--- config.mk ---
export PLATFORM = sky130hd
export DESIGN_NAME = multi_pulse_gen
export DESIGN_NICKNAME = d
export VERILOG_FILES = /design/src/rtl/multi_pulse_gen.sv
export SDC_FILE = /design/constraint.sdc
export NUM_CORES = 1
export LEC_CHECK = 0
export CORE_UTILIZATION = 40
export DETAILED_ROUTE_END_ITERATION = 10
export DONT_BUFFER_PORTS = 1
export MAX_ROUTING_LAYER = met4
export PLACE_DENSITY_LB_ADDON = 0.1
export RECOVER_POWER = 100
export SLEW_MARGIN = 0
export SYNTH_ARGS = -nofsm -noshare
export SYNTH_HDL_FRONTEND = slang
export SYNTH_SLANG_ARGS = --single-unit
--- constraint.sdc ---
create_clock -name i_CLK -period 2.7 [get_ports i_CLK]
set_clock_uncertainty 0.05 [all_clocks]
set_input_delay 0.54 -clock i_CLK [delete_from_list [all_inputs] [get_ports i_CLK]]
set_output_delay 0.54 -clock i_CLK [all_outputs]
set_load 0.05 [all_outputs]
--- src/rtl/multi_pulse_gen.sv ---
// multi_pulse_gen
//   Multi-channel one-shot pulse generator. Each channel takes an
//   asynchronous level input through an optional synchroniser and
//   detects rising, falling or both edges. On a detected edge it emits
//   a registered pulse of programmable length. A channel can be
//   retriggered while its pulse is active. If it is not retriggered,
//   the edge is reported on o_overrun.
//
// Parameters
//   CH          number of independent channels (>=1)
//   SYNC_STAGES synchroniser flops per channel (0..3); 0 = raw input
//   LEN_W       width of the pulse-length field and per-channel counter
//
// Ports
//   i_CLK        clock for all logic
//   i_RST        asynchronous active-low reset
//   i_level      per-channel level inputs (bit n = channel n)
//   i_edge_mode  00 rise, 01 fall, 10 both, 11 detection disabled
//   i_pulse_len  pulse length in cycles (0 behaves as 1)
//   i_retrig     1 = edge during an active pulse reloads the length
//   o_pulse      per-channel registered pulse
//   o_overrun    one-cycle flag: edge ignored during an active pulse
//   o_any        OR of o_pulse
//
// Handshake: none. Every input is a level that is sampled on each clock.
// Each output is a plain registered strobe with no back-pressure.
//
// Per-channel FSM state is visible as g_ch[n].r_state (IDLE/ACTIVE).

module multi_pulse_gen #(
  parameter int CH          = 4,
  parameter int SYNC_STAGES = 2,
  parameter int LEN_W       = 4
) (
  input  logic             i_CLK,
  input  logic             i_RST,
  input  logic [CH-1:0]    i_level,
  input  logic [1:0]       i_edge_mode,
  input  logic [LEN_W-1:0] i_pulse_len,
  input  logic             i_retrig,
  output logic [CH-1:0]    o_pulse,
  output logic [CH-1:0]    o_overrun,
  output logic             o_any
);

  typedef enum logic {
    S_IDLE   = 1'b0,
    S_ACTIVE = 1'b1
  } state_t;

  // The counter is loaded with L_eff-1. A pulse then stays high for
  // exactly L_eff cycles, including the cycle in which the load occurs.
  logic [LEN_W-1:0] w_len_m1;
  assign w_len_m1 = (i_pulse_len == '0) ? '0 : (i_pulse_len - LEN_W'(1));

  logic [CH-1:0] w_pulse;
  logic [CH-1:0] w_overrun;

  genvar n;
  for (n = 0; n < CH; n++) begin : g_ch
    logic             w_s;
    logic             r_prev;
    logic             w_rise;
    logic             w_fall;
    logic             w_edge;
    state_t           r_state;
    state_t           w_state_nxt;
    logic [LEN_W-1:0] r_cnt;
    logic [LEN_W-1:0] w_cnt_nxt;
    logic             r_pulse;
    logic             w_pulse_nxt;
    logic             r_overrun;
    logic             w_overrun_nxt;

    if (SYNC_STAGES == 0) begin : g_raw
      assign w_s = i_level[n];
    end else begin : g_sync
      logic [SYNC_STAGES-1:0] r_sync;
      always_ff @(posedge i_CLK or negedge i_RST) begin
        if (!i_RST) begin
          r_sync <= '0;
        end else begin
          r_sync[0] <= i_level[n];
          for (int k = 1; k < SYNC_STAGES; k++) begin
            r_sync[k] <= r_sync[k-1];
          end
        end
      end
      assign w_s = r_sync[SYNC_STAGES-1];
    end

    // r_prev resets to 0. A level that is already high at reset release
    // therefore appears as a rising edge.
    always_ff @(posedge i_CLK or negedge i_RST) begin
      if (!i_RST) begin
        r_prev <= 1'b0;
      end else begin
        r_prev <= w_s;
      end
    end

    assign w_rise = w_s & ~r_prev;
    assign w_fall = ~w_s & r_prev;

    always_comb begin
      w_edge = 1'b0;
      case (i_edge_mode)
        2'b00:   w_edge = w_rise;
        2'b01:   w_edge = w_fall;
        2'b10:   w_edge = w_rise | w_fall;
        default: w_edge = 1'b0;
      endcase
    end

    always_ff @(posedge i_CLK or negedge i_RST) begin
      if (!i_RST) begin
        r_state   <= S_IDLE;
        r_cnt     <= '0;
        r_pulse   <= 1'b0;
        r_overrun <= 1'b0;
      end else begin
        r_state   <= w_state_nxt;
        r_cnt     <= w_cnt_nxt;
        r_pulse   <= w_pulse_nxt;
        r_overrun <= w_overrun_nxt;
      end
    end

    always_comb begin
      w_state_nxt   = r_state;
      w_cnt_nxt     = r_cnt;
      w_pulse_nxt   = 1'b0;
      w_overrun_nxt = 1'b0;
      case (r_state)
        S_IDLE: begin
          if (w_edge) begin
            w_state_nxt = S_ACTIVE;
            w_cnt_nxt   = w_len_m1;
            w_pulse_nxt = 1'b1;
          end
        end
        S_ACTIVE: begin
          w_pulse_nxt = 1'b1;
          if (w_edge && i_retrig) begin
            w_cnt_nxt = w_len_m1;
          end else begin
            // An ignored edge is only flagged. The pulse keeps its
            // original timing, even when this is its last cycle.
            w_overrun_nxt = w_edge;
            if (r_cnt != '0) begin
              w_cnt_nxt = r_cnt - LEN_W'(1);
            end else begin
              w_state_nxt = S_IDLE;
              w_pulse_nxt = 1'b0;
            end
          end
        end
        default: begin
          w_state_nxt = S_IDLE;
        end
      endcase
    end

    assign w_pulse[n]   = r_pulse;
    assign w_overrun[n] = r_overrun;
  end

  assign o_pulse   = w_pulse;
  assign o_overrun = w_overrun;
  assign o_any     = |w_pulse;

endmodule
==> results of run 1 <==
how the worst min path moves through the flow:
stage,end,from,cells past startpoint
6_report,g_ch[1].g_sync.r_sync[0],i_level[1],0
5_1_grt,g_ch[1].g_sync.r_sync[0],i_level[1],0
4_1_cts,g_ch[1].r_overrun,i_RST,1
3_5_place_dp,g_ch[1].r_prev,i_RST,0
3_3_place_gp,g_ch[1].r_prev,i_RST,0
2_1_floorplan,g_ch[0].g_sync.r_sync[0],i_RST,0
sequential cells by signal, indices dropped and copies added, names as in the netlist:
register,count
g_ch.r_cnt,16
g_ch.r_pulse,4
g_ch.g_sync.r_sync,8
g_ch.r_prev,4
g_ch.r_overrun,4
cell usage after synthesis, types with 2 or more instances:
master	number
sky130_fd_sc_hd__dfrtp_1	36
sky130_fd_sc_hd__inv_1	29
sky130_fd_sc_hd__ha_1	16
sky130_fd_sc_hd__mux2i_1	12
sky130_fd_sc_hd__nand2_1	11
sky130_fd_sc_hd__nor3_1	11
sky130_fd_sc_hd__nor2_1	10
sky130_fd_sc_hd__buf_4	9
sky130_fd_sc_hd__a22oi_1	8
sky130_fd_sc_hd__buf_2	7
sky130_fd_sc_hd__o22ai_1	6
sky130_fd_sc_hd__mux2_2	4
sky130_fd_sc_hd__nand4b_1	4
sky130_fd_sc_hd__o311ai_4	4
sky130_fd_sc_hd__o31a_1	4
sky130_fd_sc_hd__o32ai_1	4
sky130_fd_sc_hd__a221o_1	3
sky130_fd_sc_hd__and2_1	3
sky130_fd_sc_hd__nand2b_1	3
sky130_fd_sc_hd__nand3b_1	3
sky130_fd_sc_hd__nor2b_1	3
sky130_fd_sc_hd__nor3b_1	3
sky130_fd_sc_hd__nor4_1	3
sky130_fd_sc_hd__nor4_2	2
sky130_fd_sc_hd__o21bai_1	2
sky130_fd_sc_hd__or2_1	2
sky130_fd_sc_hd__or3_1	2
stage by stage:
step           area [um2]  hold WS, ns  total power, uW
5_1_grt              2355       0.2038             2507
3_3_place_gp         2262       0.1955             1826
3_5_place_dp         2262       0.1954             1857
2_1_floorplan        2278       0.1944             1736
6_report             2355       0.2240             2312
4_1_cts              2390      0.03493             2345
metal layers:
| metal | vias up | global-route usage, % | part of all wire [%] |
|---|---|---|---|
| li1 | 756 | - | - |
| met1 | 774 | 23.46 | 47 |
| met2 | 23 | 28.85 | 49 |
| met3 | 6 | 3.882 | 3.3 |
| met4 | 0 | 5.849 | 1.2 |
| met5 | - | - | 0 |
power by group:
group          internal [uW]  switching, uW
clock network            274            193
logic                    426            489
registers                707            223
kinds of logic after synthesis:
kind of cell / after synthesis / share of synthesized area (%)
AO/OA/AOI/OAI: 37 / 16.26
AND/OR/NAND/NOR: 69 / 18.40
adder cells (fa/ha/maj): 16 / 8.786
flip-flops: 36 / 39.54
buffers and inverters: 46 / 9.774
multiplexers: 16 / 7.249
area by class of cell:
cell class	count	area, um2
clock buffer	6	72.57
clock inverter	2	35.03
fill	532	3152
inverter	29	108.9
multi-input combinational	138	1140
sequential	36	900.9
tap	72	90.09
timing repair buffer	2	7.507
worst max-delay path, cell delays in order (launching register included):
cell and delay [ns]:
sky130_fd_sc_hd__dfrtp_1 0.73, sky130_fd_sc_hd__inv_1 0.20, sky130_fd_sc_hd__nand4_1 0.52
==> impl_metrics.yaml, run 1 <==
run_status:
  failed_checks: "max-capacitance violations, max-slew violations"
  run_status: "complete, but fails checks"
clock_network:
  clock_tree_root_driver_cell: "sky130_fd_sc_hd__clkbuf_8"
  cts_repair_resize_count: 0
  number_of_clock_sinks: 36
  numCtsBuffers: 5
  tritoncts: "built"
  h-tree-depth: 2
  cts.repair_timing.setup_buffer_count: 0
  clkSlewWorstSetupHoldPaths_ns: 0.08
  cts_hold_repair.buffers: 1
  clock_insertion_delay_worst_skew_ns: 0.29
  clockBufferDepth: 2
cells_and_area:
  layout.cells.most_common: "sky130_fd_sc_hd__dfrtp_1"
  drive_above_1_share_pct: 9.390
  utilization_pct: 42.76
  final_cell_count_no_fill: 285
  fin_nets: 241
  area_growth_syn_to_layout_pct: 3.350
  diodes: 0
  most-common-layout-cells: "sky130_fd_sc_hd__dfrtp_1 (36), sky130_fd_sc_hd__inv_1 (29), sky130_fd_sc_hd__ha_1 (16), sky130_fd_sc_hd__mux2i_1 (12)"
synth:
  synth_edf_count: 0
  netlist_top_cells_area: "sky130_fd_sc_hd__dfrtp_1 (40%), sky130_fd_sc_hd__ha_1 (8.8%), sky130_fd_sc_hd__mux2i_1 (5.3%)"
  avgSynthCellArea_um2: 10.36
  dominantRegCellSynth: "sky130_fd_sc_hd__dfrtp_1"
  synth_seq_cells: 36
  synth.lib_cells_used.distinct: 43
  yosysTopAreaCellShare_pct: 39.54
  synth_area_leader_cell: "sky130_fd_sc_hd__dfrtp_1"
  netlist_area_mm2: 0.002278
  syn_nets: 249
  yosysWarningCount: 0
  syn-instance-count: 220
  seq_area_frac_synth_pct: 39.54
  synth-async-reset-ratio_pct: 100.0
power_and_ir_drop:
  power_per_cell_area_mw_per_mm2: 981.6
  p_leak_uw: 0.001065
  max-vdd-ir-drop_mv: 0.3935
sta:
  worst-slew-pin-transition_ns: 1.958
  grt_setup_unrepaired: "no"
  slew_viol_final: 37
  timing.final.ws_setup_ns: 0.3738
  setup_viol_count_final: 0
  achievable-frequency_mhz: 429.9
  setup_tns_ns: 0
  endpoints_failing_hold: 0
  min_period_over_period_pct: 86.16
  layout_min_cycle_time_ns: 2.326
  max_slew_margin_pct: -30.50
critical_path:
  worst-r2r-cell-count: 4
  data_required_time_at_the_worst_endpoint_ns: 2.11
  worst_setup_path_startpoint: "g_ch[0].r_pulse"
  timing_worst_setup_path_type: "register to primary output"
  worst_setup_path_start_kind: "register"
  regToRegStartpoint: "g_ch[0].r_pulse"
  r2r-end: "g_ch[0].r_cnt[1]"
  worstPathArrival_ns: 1.74
  type_of_destination_of_the_critical_path: "primary output"
  worst-path-max-fanout: 4
  crit_end: "o_any"
  regToRegSetupSlack_ns: 0.52
place:
  gp_congestion: 0.8622
  hpwl_mm: 3.483
  pre_cts_worst_setup_slack_ns: 0.6847
  dp_cells: 276
  numPortBuffers: 0
route:
  detail_route.first_pass.iterations: 4
  detailedRoute.firstIterationViolations: 94
  routed_length_per_placed_instance_um: 16.55
  route.vias.total: 1559
  route.final.wire_length_mm: 4.718
  route.detailed.vias_per_inst: 5.470
  post_route_antenna_net_violation_count: 0
  drt_drc_violations_left: 0
floorplanning:
  core_mm2: 0.005507
  floorplan.die.height_um: 77.47
  start_util_pct: 41.38
  count_of_standard_cell_rows: 27
  fp.dieArea_mm2: 0.006002
  ios: 22
  die_w_um: 77.47
flow_run:
  drv_cap: 1
global_route:
  first_global_vias: 1619
  antenna_found_initial: 0
  globalRouteTotalUtil_pct: 18.31
  grt_max_degree: 37
  wire_length_of_the_first_global_routing_pass_mm: 8.197
  sum_of_overflow_across_all_layers_after_global_routing: 0
min_path:
  hold_path.class: "input port to register"
(Power assumes the default switching activity.)
==> run 2, diff against run 1 <==
--- a/config.mk
+++ b/config.mk
@@ -15,3 +15,4 @@
 export SYNTH_ARGS = -nofsm -noshare
 export SYNTH_HDL_FRONTEND = slang
 export SYNTH_SLANG_ARGS = --single-unit
+export TNS_END_PERCENT = 1
==> results of run 2 <==
No change in the layout: final DEF, timing and power equal those of run 1.
==> run 3, diff against run 2 <==
==> constraint.sdc (replaced) <==
create_clock -name i_CLK -period 2.5 [get_ports i_CLK]
set_clock_uncertainty 0.05 [all_clocks]
set_input_delay 0.5 -clock i_CLK [delete_from_list [all_inputs] [get_ports i_CLK]]
set_output_delay 0.5 -clock i_CLK [all_outputs]
set_load 0.05 [all_outputs]
==> impl_metrics.yaml, run 3 (synthesis results as in run 1) <==
critical_path:
  worst-path-buf-inv: 1
  data_required_time_at_the_worst_endpoint_ns: 1.95
  critical_path.max_stage_delay_ns: 0.71
  worst-path-max-fanout: 4
  timing_worst_setup_path_type: "register to primary output"
  worst_setup_path_start_kind: "register"
  type_of_destination_of_the_critical_path: "primary output"
  critPathSlowestCell: "sky130_fd_sc_hd__dfrtp_1"
  critical_path.cell_chain: "inv_1 -> nand4_1"
  timing.critical_path.max_delay_family: "flip-flops"
  worstPathArrival_ns: 1.72
cells_and_area:
  layout.cells.most_common: "sky130_fd_sc_hd__dfrtp_1"
  drive_above_1_share_pct: 9.722
  largest_register_ffs: 16
  top_register: "g_ch.r_cnt"
  post_route_cell_area_mm2: 0.002360
  final.fill_count: 543
  largestRegisters: "g_ch.r_cnt (16), g_ch.g_sync.r_sync (8)"
  most-common-layout-cells: "sky130_fd_sc_hd__dfrtp_1 (36), sky130_fd_sc_hd__inv_1 (29), sky130_fd_sc_hd__ha_1 (16), sky130_fd_sc_hd__mux2i_1 (12)"
  fin_nets: 244
  area_growth_syn_to_layout_pct: 3.569
  utilization_pct: 42.85
  diodes: 0
power_and_ir_drop:
  max-vdd-ir-drop_mv: 0.4631
  cell_internal_pwr_uw: 1457
  p_comb_share_pct: 43.2
  sequential_cell_fraction_of_total_power_pct: 39.2
  clock_power_share_pct: 17.6
  switching_fraction_of_total_power_pct: 40.33
  p_leak_uw: 0.001063
  power_per_cell_area_mw_per_mm2: 1035
  switching_power_of_the_nets_uw: 984.9
route:
  route.final.wire_length_mm: 4.696
  route.detailed.vias_per_inst: 5.493
  detailedRoute.firstIterationViolations: 79
  post_route_antenna_net_violation_count: 0
  drt_drc_violations_left: 0
  route.vias.total: 1582
  routed_length_per_placed_instance_um: 16.31
  detail_route.first_pass.iterations: 4
global_route:
  first_global_vias: 1673
  antenna_found_initial: 0
  globalRouteTotalUtil_pct: 17.76
  sum_of_overflow_across_all_layers_after_global_routing: 0
  wire_length_of_the_first_global_routing_pass_mm: 8.038
  grt_max_degree: 37
clock_network:
  clkSlewWorstSetupHoldPaths_ns: 0.07
  clock_insertion_delay_worst_skew_ns: 0.29
  cts_repair_resize_count: 0
  numCtsBuffers: 5
  clock_tree_root_driver_cell: "sky130_fd_sc_hd__clkbuf_8"
  h-tree-depth: 2
  tritoncts: "built"
  number_of_clock_sinks: 36
  cts_hold_repair.buffers: 2
  clockBufferDepth: 2
  cts.repair_timing.setup_buffer_count: 0
sta:
  min_period_over_period_pct: 90.77
  slew_viol_final: 0
  worst-slew-pin-transition_ns: 0.8953
  setup_viol_count_final: 0
  setup_tns_ns: 0
  max_slew_margin_pct: 40.32
  grt_setup_unrepaired: "no"
  layout_min_cycle_time_ns: 2.269
  achievable-frequency_mhz: 440.7
  endpoints_failing_hold: 0
floorplanning:
  start_util_pct: 41.38
  core_mm2: 0.005507
  ios: 22
  count_of_standard_cell_rows: 27
  fp.dieArea_mm2: 0.006002
  floorplan.die.height_um: 77.47
  die_w_um: 77.47
flow_run:
  drv_cap: 0
run_status:
  run_status: "complete, no violations"
place:
  gp_congestion: 0.8183
  hpwl_mm: 3.533
  post_dp_cell_area_mm2: 0.002277
  numPortBuffers: 0
min_path:
  hold_path.class: "input port to register"
## run 3: cell count changes in the layout (fill, tap and decap cells not counted), sizes merged
cell and delta:
bufinv -1, clkinvlp +1, clkinv -1, dlygate4sd3 +1, clkbuf +3
## run 3: power groups by stage
| stage | logic [uW] | registers, uW | clock network, uW |
|---|---|---|---|
| after floorplan | 993 | 882 | 0 |
| after global placement | 1030 | 962 | 0 |
| after detailed placement | 1070 | 967 | 0 |
| after CTS | 1090 | 957 | 454 |
| after global routing | 1190 | 981 | 470 |
| final | 1050 | 957 | 431 |
## run 3: per-layer routing
| layer | track usage [%] | share of wire (%) | wire [um] | up-vias |
|---|---|---|---|---|
| met5 | - | 0 | 0 | - |
| met4 | 5.660 | 1.3 | 63 | 0 |
| met3 | 3.647 | 4.8 | 224 | 6 |
| met2 | 30.88 | 52 | 2444 | 33 |
| met1 | 20.41 | 42 | 1963 | 784 |
| li1 | - | - | - | 759 |
## run 3: final cells by class
class                           instances  area (um2)  share of cell area [%]
Clock buffer                            7       86.33                   3.659
Inverter                               29       108.9                   4.613
Multi-Input combinational cell        138        1140                   48.30
Sequential cell                        36       900.9                   38.18
Clock inverter                          1       7.507                  0.3181
Timing Repair Buffer                    5       26.28                   1.113
Tap cell                               72       90.09                   3.818
## run 3: metrics by stage
step / hold slack, ns / setup slack (ns) / std cells / power [uW]
after global placement: 0.1554 / 0.5381 / 278 / 1990
after CTS: 0.1770 / 0.2054 / 288 / 2500
after global routing: 0.1707 / 0.1522 / 288 / 2643
after detailed placement: 0.1554 / 0.5289 / 278 / 2037
final: 0.1875 / 0.2307 / 288 / 2442
after floorplan: 0.1544 / 0.6984 / 220 / 1875
## run 3: worst paths after layout
check / from / end / slack [ns] / depth (start not counted)
setup / recovery: g_ch[0].r_pulse / o_any / 0.23 / 2
hold / removal: i_level[1] / g_ch[1].g_sync.r_sync[0] / 0.19 / 0
setup reg to reg: g_ch[0].r_pulse / g_ch[0].r_cnt[1] / 0.41 / 4
hold reg to reg: g_ch[1].g_sync.r_sync[0] / g_ch[1].g_sync.r_sync[1] / 0.30 / 0
max in group asynchronous: i_RST / g_ch[0].r_cnt[1] / 1.01 / 2
min in group asynchronous: i_RST / g_ch[1].r_cnt[2] / 0.83 / 2
## run 3: worst reg2reg max path: stages, from the launching register on
cell,delay (ns)
sky130_fd_sc_hd__dfrtp_1,0.60
sky130_fd_sc_hd__nor2b_1,0.27
sky130_fd_sc_hd__nor4_1,0.56
sky130_fd_sc_hd__or2_0,0.32
sky130_fd_sc_hd__mux2i_1,0.21
